File: src/rtl/dmem_access_ctrl.sv
// MEM-stage data-memory access controller: issues one load/store to the data cache,
// waits for its response and returns the aligned, extended load result.
module dmem_access_ctrl #(
   parameter int width = 32
) (
   input  logic             clk,
   input  logic             rst_n,
   input  logic             req_valid,
   input  logic             req_write,
   input  logic [2:0]       funct3,
   input  logic [width-1:0] addr,
   input  logic [width-1:0] wdata,
   input  logic [3:0]       wmask,
   output logic             dmem_read,
   output logic             dmem_write,
   output logic [width-1:0] dmem_address,
   output logic [width-1:0] dmem_wdata,
   output logic [3:0]       dmem_byte_enable,
   input  logic             dmem_resp,
   input  logic [width-1:0] dmem_rdata,
   output logic             busy,
   output logic             done,
   output logic [width-1:0] load_data,
   output logic             misaligned
);

   typedef enum logic [1:0] {
      IDLE   = 2'd0,
      ACCESS = 2'd1,
      DONE   = 2'd2
   } state_t;

   state_t      r_state;
   state_t      w_next_state;
   logic        w_misalign;
   logic [1:0]  r_addr_lo;
   logic [2:0]  r_funct3;
   logic        r_write;

   // Only word and halfword accesses can be misaligned; undefined sizes never are.
   function automatic logic is_misaligned(input logic [2:0] f3, input logic [1:0] a);
      logic mis;
      mis = 1'b0;
      case (f3)
         3'b010:         mis = (a != 2'b00);
         3'b001, 3'b101: mis = a[0];
         default:        mis = 1'b0;
      endcase
      return mis;
   endfunction

   function automatic logic [width-1:0] align_load(input logic [2:0]       f3,
                                                   input logic [1:0]       a,
                                                   input logic [width-1:0] w);
      logic [7:0]       b;
      logic [15:0]      h;
      logic [width-1:0] res;
      case (a)
         2'b00:   b = w[7:0];
         2'b01:   b = w[15:8];
         2'b10:   b = w[23:16];
         default: b = w[31:24];
      endcase
      h = a[1] ? w[31:16] : w[15:0];
      case (f3)
         3'b000:  res = {{(width-8){b[7]}}, b};
         3'b100:  res = {{(width-8){1'b0}}, b};
         3'b001:  res = {{(width-16){h[15]}}, h};
         3'b101:  res = {{(width-16){1'b0}}, h};
         default: res = w;
      endcase
      return res;
   endfunction

   always_ff @(posedge clk or negedge rst_n) begin
      if (!rst_n) begin
         r_state <= IDLE;
      end else begin
         r_state <= w_next_state;
      end
   end

   always_comb begin
      w_next_state = r_state;
      busy         = 1'b0;
      w_misalign   = is_misaligned(funct3, addr[1:0]);
      case (r_state)
         IDLE: begin
            if (req_valid) begin
               w_next_state = w_misalign ? DONE : ACCESS;
            end
         end
         ACCESS: begin
            busy = 1'b1;
            if (dmem_resp) begin
               w_next_state = DONE;
            end
         end
         DONE: begin
            busy         = 1'b1;
            w_next_state = IDLE;
         end
         default: w_next_state = IDLE;
      endcase
   end

   // Strobes, done and the captured request are registered so the cache sees
   // glitch-free, stable signals for the whole handshake.
   always_ff @(posedge clk or negedge rst_n) begin
      if (!rst_n) begin
         r_addr_lo        <= 2'b00;
         r_funct3         <= 3'b000;
         r_write          <= 1'b0;
         dmem_read        <= 1'b0;
         dmem_write       <= 1'b0;
         dmem_address     <= '0;
         dmem_wdata       <= '0;
         dmem_byte_enable <= 4'b0000;
         done             <= 1'b0;
         load_data        <= '0;
         misaligned       <= 1'b0;
      end else begin
         done <= 1'b0;
         case (r_state)
            IDLE: begin
               if (req_valid) begin
                  r_addr_lo        <= addr[1:0];
                  r_funct3         <= funct3;
                  r_write          <= req_write;
                  dmem_address     <= {addr[width-1:2], 2'b00};
                  dmem_wdata       <= wdata;
                  dmem_byte_enable <= req_write ? wmask : 4'b1111;
                  misaligned       <= w_misalign;
                  if (w_misalign) begin
                     done <= 1'b1;
                  end else begin
                     dmem_read  <= !req_write;
                     dmem_write <= req_write;
                  end
               end
            end
            ACCESS: begin
               if (dmem_resp) begin
                  dmem_read  <= 1'b0;
                  dmem_write <= 1'b0;
                  done       <= 1'b1;
                  if (!r_write) begin
                     load_data <= align_load(r_funct3, r_addr_lo, dmem_rdata);
                  end
               end
            end
            default: begin
            end
         endcase
      end
   end

endmodule

File: config.mk
export PLATFORM = sky130hd
export DESIGN_NAME = dmem_access_ctrl
export DESIGN_NICKNAME = d
export VERILOG_FILES = /design/src/rtl/dmem_access_ctrl.sv
export SDC_FILE = /design/constraint.sdc
export NUM_CORES = 1
export LEC_CHECK = 0
export ABC_CLOCK_PERIOD_IN_PS = 2500
export CORE_ASPECT_RATIO = 0.6
export CORE_MARGIN = 2
export CORE_UTILIZATION = 25
export CTS_CLUSTER_SIZE = 40
export DETAILED_ROUTE_END_ITERATION = 8
export SETUP_SLACK_MARGIN = 0.05
export SLEW_MARGIN = 5
export SYNTH_ARGS = -nofsm -noshare
export SYNTH_HDL_FRONTEND = slang
export SYNTH_SLANG_ARGS = --single-unit
File: constraint.sdc
create_clock -name clk -period 2.5 [get_ports clk]
set_clock_uncertainty 0.2 [all_clocks]
set_input_delay 0.375 -clock clk [delete_from_list [all_inputs] [get_ports clk]]
set_output_delay 0.375 -clock clk [all_outputs]
set_load 0.01 [all_outputs]
## Word level (Yosys, flattened, before mapping)

Index checks and enable logic that the tools add are counted.

| storage, ports and cells | value |
|---|---|
| bits in registers | 110 |
| input bits | 108 |
| output and inout port bits | 105 |
| logic and storage cells | 59 |

| cells by class | value |
|---|---|
| equality and inequality tests | 13 |
| muxes and demuxes | 21 |
| bitwise logic cells | 1 |
| reduce and logical (&&, ||, !) cells | 12 |

Operator list:

| operator | number |
|---|---|
| 32-bit case mux with 4 select lines | 1 |
| 8-bit case mux with 3 select lines | 1 |
| 16-bit two-way mux | 1 |
| 3-bit equality test (second input constant) | 3 |
| 1-bit two-way mux | 9 |
| 1-bit case mux with 2 select lines | 4 |
| 3-bit by 1-bit equality test with 1-bit output (second input constant) | 2 |
| 2-bit two-way mux | 3 |
| 2-bit inequality test (second input constant) | 3 |
| 2-bit by 1-bit equality test with 1-bit output (second input constant) | 2 |
| 2-bit equality test (second input constant) | 2 |
| 2-bit zero test | 2 |
| 4-bit two-way mux | 1 |
| 2-bit case mux with 2 select lines | 1 |
| 2-bit AND reduction | 2 |
| 4-bit AND reduction | 1 |
| 2-bit nonzero test | 2 |
| 2-bit OR reduction | 2 |
| 3-bit by 2-bit equality test with 1-bit output (second input constant) | 1 |
| 3-bit zero test | 1 |
| 3-bit AND reduction | 1 |
| 1-bit zero test | 1 |
| 1-bit inverter | 1 |

## Logic depth before layout (Yosys ltp)

| depth | value |
|---|---|
| word-level depth | 6 |
| mapped depth | 8 |
| mapped depth without buffers | 6 |

## Worst setup path before layout

OpenSTA, ideal clock, no wires.

| timing path | value |
|---|---|
| path kind | register -> register |
| start point | register r_state[1] |
| end point | register load_data[17] |
| library setup time | 0.121 ns |
| arrival | 1.643 ns |
| data required time | 2.179 ns |
| setup slack | 0.536 ns |
| stages on the path, launching flop included | 9 |
| buffers on the path | 2 |
| period minus slack after synthesis | 1.964 ns |
| path through | dfrtp_1 -> inv_1 -> ha_1 -> nand2_1 -> or2_0 -> buf_4 -> nor3_2 -> buf_6 -> a21oi_1 |

| on the way | value |
|---|---|
| word-level cells in the longest chain between the ends | 2 |

RTL lines:

| element | line | RTL |
|---|---|---|
| start: declaration | 33 | `state_t r_state;` |
| start signal: assignment | 79 | `r_state <= w_next_state;` |
| 2-bit by 1-bit equality test with 1-bit output | 124 | `case (r_state)` |
| 3-bit AND reduction (no source line) | -- |  |
| end signal: assignment | 148 | `load_data <= align_load(r_funct3, r_addr_lo, dmem_rdata);` |
| end: declaration | 23 | `output logic [width-1:0] load_data,` |

No other way between the ends.
A chain may end at the register's enable or synchronous reset.

## Worst setup path after layout

| timing path | value |
|---|---|
| start point | register r_state[1] |
| end point | register load_data[3] |

Same word-level chain as after synthesis.

==> flow_summary.ini <==
[clock_network]
cts_buffer_depth = 2
post_cts_buffers = 0
numCtsBuffers = 9
clk_latency_ps = 340
clock-sinks = 110
clockRootBuffer = clkbuf_16
cts_max_level = 3
clkTransAtPathRegs_ps = 80
cts_tree = built

[floorplan]
fp.coreArea_sq_um = 18900
initial_utilization_pct = 25.3
die_area_sq_um = 20300
rows = 39
num_io_pins = 213
die_h_microns = 111
fp.dieW_microns = 183

[global_route]
grt_pass1_vias = 4097
grt_pass1_wl_mm = 23.2
grt_antenna_before_repair = 1
grt_overflow = 0
grtUsageTotal_pct = 14.7
grt_max_degree = 45

[synth]
synth_edf_count = 0
synth_cells = 390
postSynthAreaPerCell_sq_um = 12.3
synth_ff_type = dfrtp_1
synth_cell_types = 37
synth_top_area_share_pct = 57.5
yosysWarnings = 0
yosys-top-cells-count = dfrtp_1, mux2_2, nor2_1
ys_top_cells_by_area = dfrtp_1, mux2_2, a21oi_1
netlist_area_sq_um = 4780
seq_area_frac_synth_pct = 57.5
ys_async_sr_fraction_pct = 100
synth_top_area_cell = dfrtp_1
synth_most_common_cell = dfrtp_1
ys_ff_latch = 110

[route]
drt_iter0_drc = 193
dr.pass1.iters = 5
detail_route.vias_per_cell = 4.52
wl_per_cell_microns = 17.4
vias = 3843
postRouteAntennaNets = 0
drc = 0
drt_wl_total_mm = 14.8

[final_layout]
nNetsFinal = 709
multiInputGateArea_sq_um = 1850
fin_util_pct = 39.8
syn2layout_area_growth_pct = 56.9
seq_area_sq_um = 2750
fill_cells = 1757
drive_gt1_share_pct = 18.0
fin_cells = 851
final_area_sq_um = 7510

[timing]
post-route-period-util_pct = 89.4
slew_viol_final = 0
min_period_ps = 2240
rsz0062_at_grt = no
worst_slew_pin_slew_ps = 568
final_hold_viol_count = 0
setup_viol = 0
setup_tns_ps = 0
timing.slew.headroom_pct = 62.1
max_freq_mhz = 447

[place]
gp_congestion = 0.867
dpl-instance-area_sq_um = 7190
place_inst = 833
dp_hpwl_mm = 11.6
port_buffers = 210

[critical_path]
crit_fanout = 14
crit_path_end_kind = flip-flop
crit_arrival_ps = 2300
worstSetupPathType = reg2reg
critPathLaunchType = flip-flop
crit_required_ps = 2560
rr_worst_depth = 7

[hold_path]
hold_class = in2async

[power_and_ir_drop]
p_leak_nw = 3.02
finalPower_mw = 9.26
power.density_nw_per_um2 = 1230
vdd_drop_max_v = 0.000438

[run_status]
outcome = finished clean

[run]
drv_cap = 0
==> placed cells by master, fill, tap and decap left out, types with 5 or more instances in the layout <==
cell	synthesis	routed
clkdlybuf4s50_1	0	209
dfrtp_1	110	110
mux2_2	74	74
nor2_1	32	32
nand2_1	28	28
a21oi_1	26	26
buf_4	5	12
mux2i_1	11	11
inv_1	10	10
clkbuf_16	0	9
nor3b_1	8	8
a211oi_1	8	8
nor3_1	7	7
a211o_1	7	7
a2bb2oi_1	7	7
o21ai_0	5	5
==> worst max-delay path: stages, from the launching register on <==
cell and delay [ps]:
dfrtp_1 370, inv_1 100, ha_1 290, nand2_1 90
or2_0 400, buf_4 280, a211o_1 250, a2bb2oi_1 180
==> final cells by class <==
type / count / area share [%]
tap: 246 / 4.10
clock buffer: 10 / 3.18
multi-input combinational: 243 / 24.7
sequential: 110 / 36.7
antenna: 1 / 0.0333
clock inverter: 6 / 0.833
inverter: 10 / 0.500
timing repair buffer: 225 / 30.0
==> stage by stage <==
step,hold WS [ps],worst slack (ps)
5_1_grt,258,65.7
3_3_place_gp,83.4,202
3_5_place_dp,89.0,176
4_1_cts,245,251
2_1_floorplan,-121,536
6_report,257,264
==> power breakdown <==
group | leakage (nW) | switching [mW] | internal (mW)
sequential | 1.28 | 0.571 | 2.69
clock | 0.148 | 0.704 | 0.732
combinational | 1.59 | 1.90 | 2.66
total | 3.02 | 3.18 | 6.08
==> worst paths after layout <==
kind                                        start                      endpoint  slack (ps)
max                        r_state[1]$_DFFE_PN0P_      load_data[3]$_DFFE_PN0P_         260
min                                         rst_n  dmem_address[11]$_DFFE_PN0P_         260
max reg2reg                r_state[1]$_DFFE_PN0P_      load_data[3]$_DFFE_PN0P_         260
min reg2reg                misaligned$_DFFE_PN0P_        misaligned$_DFFE_PN0P_         300
max in group asynchronous                   rst_n    dmem_wdata[30]$_DFFE_PN0P_        1220
min in group clk           misaligned$_DFFE_PN0P_        misaligned$_DFFE_PN0P_         300
==> kinds of logic after synthesis <==
family,synth area share [%]
AO/OA/AOI/OAI,9.21
AND/OR/NAND/NOR,8.61
multiplexers,20.2
flip-flops,57.5
other,0.0784
buffers and inverters,3.85
adder cells (fa/ha/maj),0.523
==> sequential cells by signal, summed over array words and instances, names as in the netlist <==
| signal | flops |
|---|---|
| dmem_address | 30 |
| dmem_byte_enable | 4 |
| dmem_read | 1 |
| dmem_wdata | 32 |
| dmem_write | 1 |
| done | 1 |
| load_data | 32 |
| misaligned | 1 |
| r_addr_lo | 2 |
| r_funct3 | 3 |
| r_state | 2 |
| r_write | 1 |
==> layer usage <==
metal  global-route usage, %  routed length, microns  vias up
li1                        -                       -     1791
met1                    20.9                    6870     1886
met2                    21.8                    6610      162
met3                    5.03                    1300        4
met4                    2.42                      61        0
met5                       0                       0        -
==> timing repair <==
item	in CTS	in global routing
endpoints found under the hold margin	19	0
hold buffers	1	0
resized for setup	0	0
No activity file was read; power rests on OpenSTA's default activity.
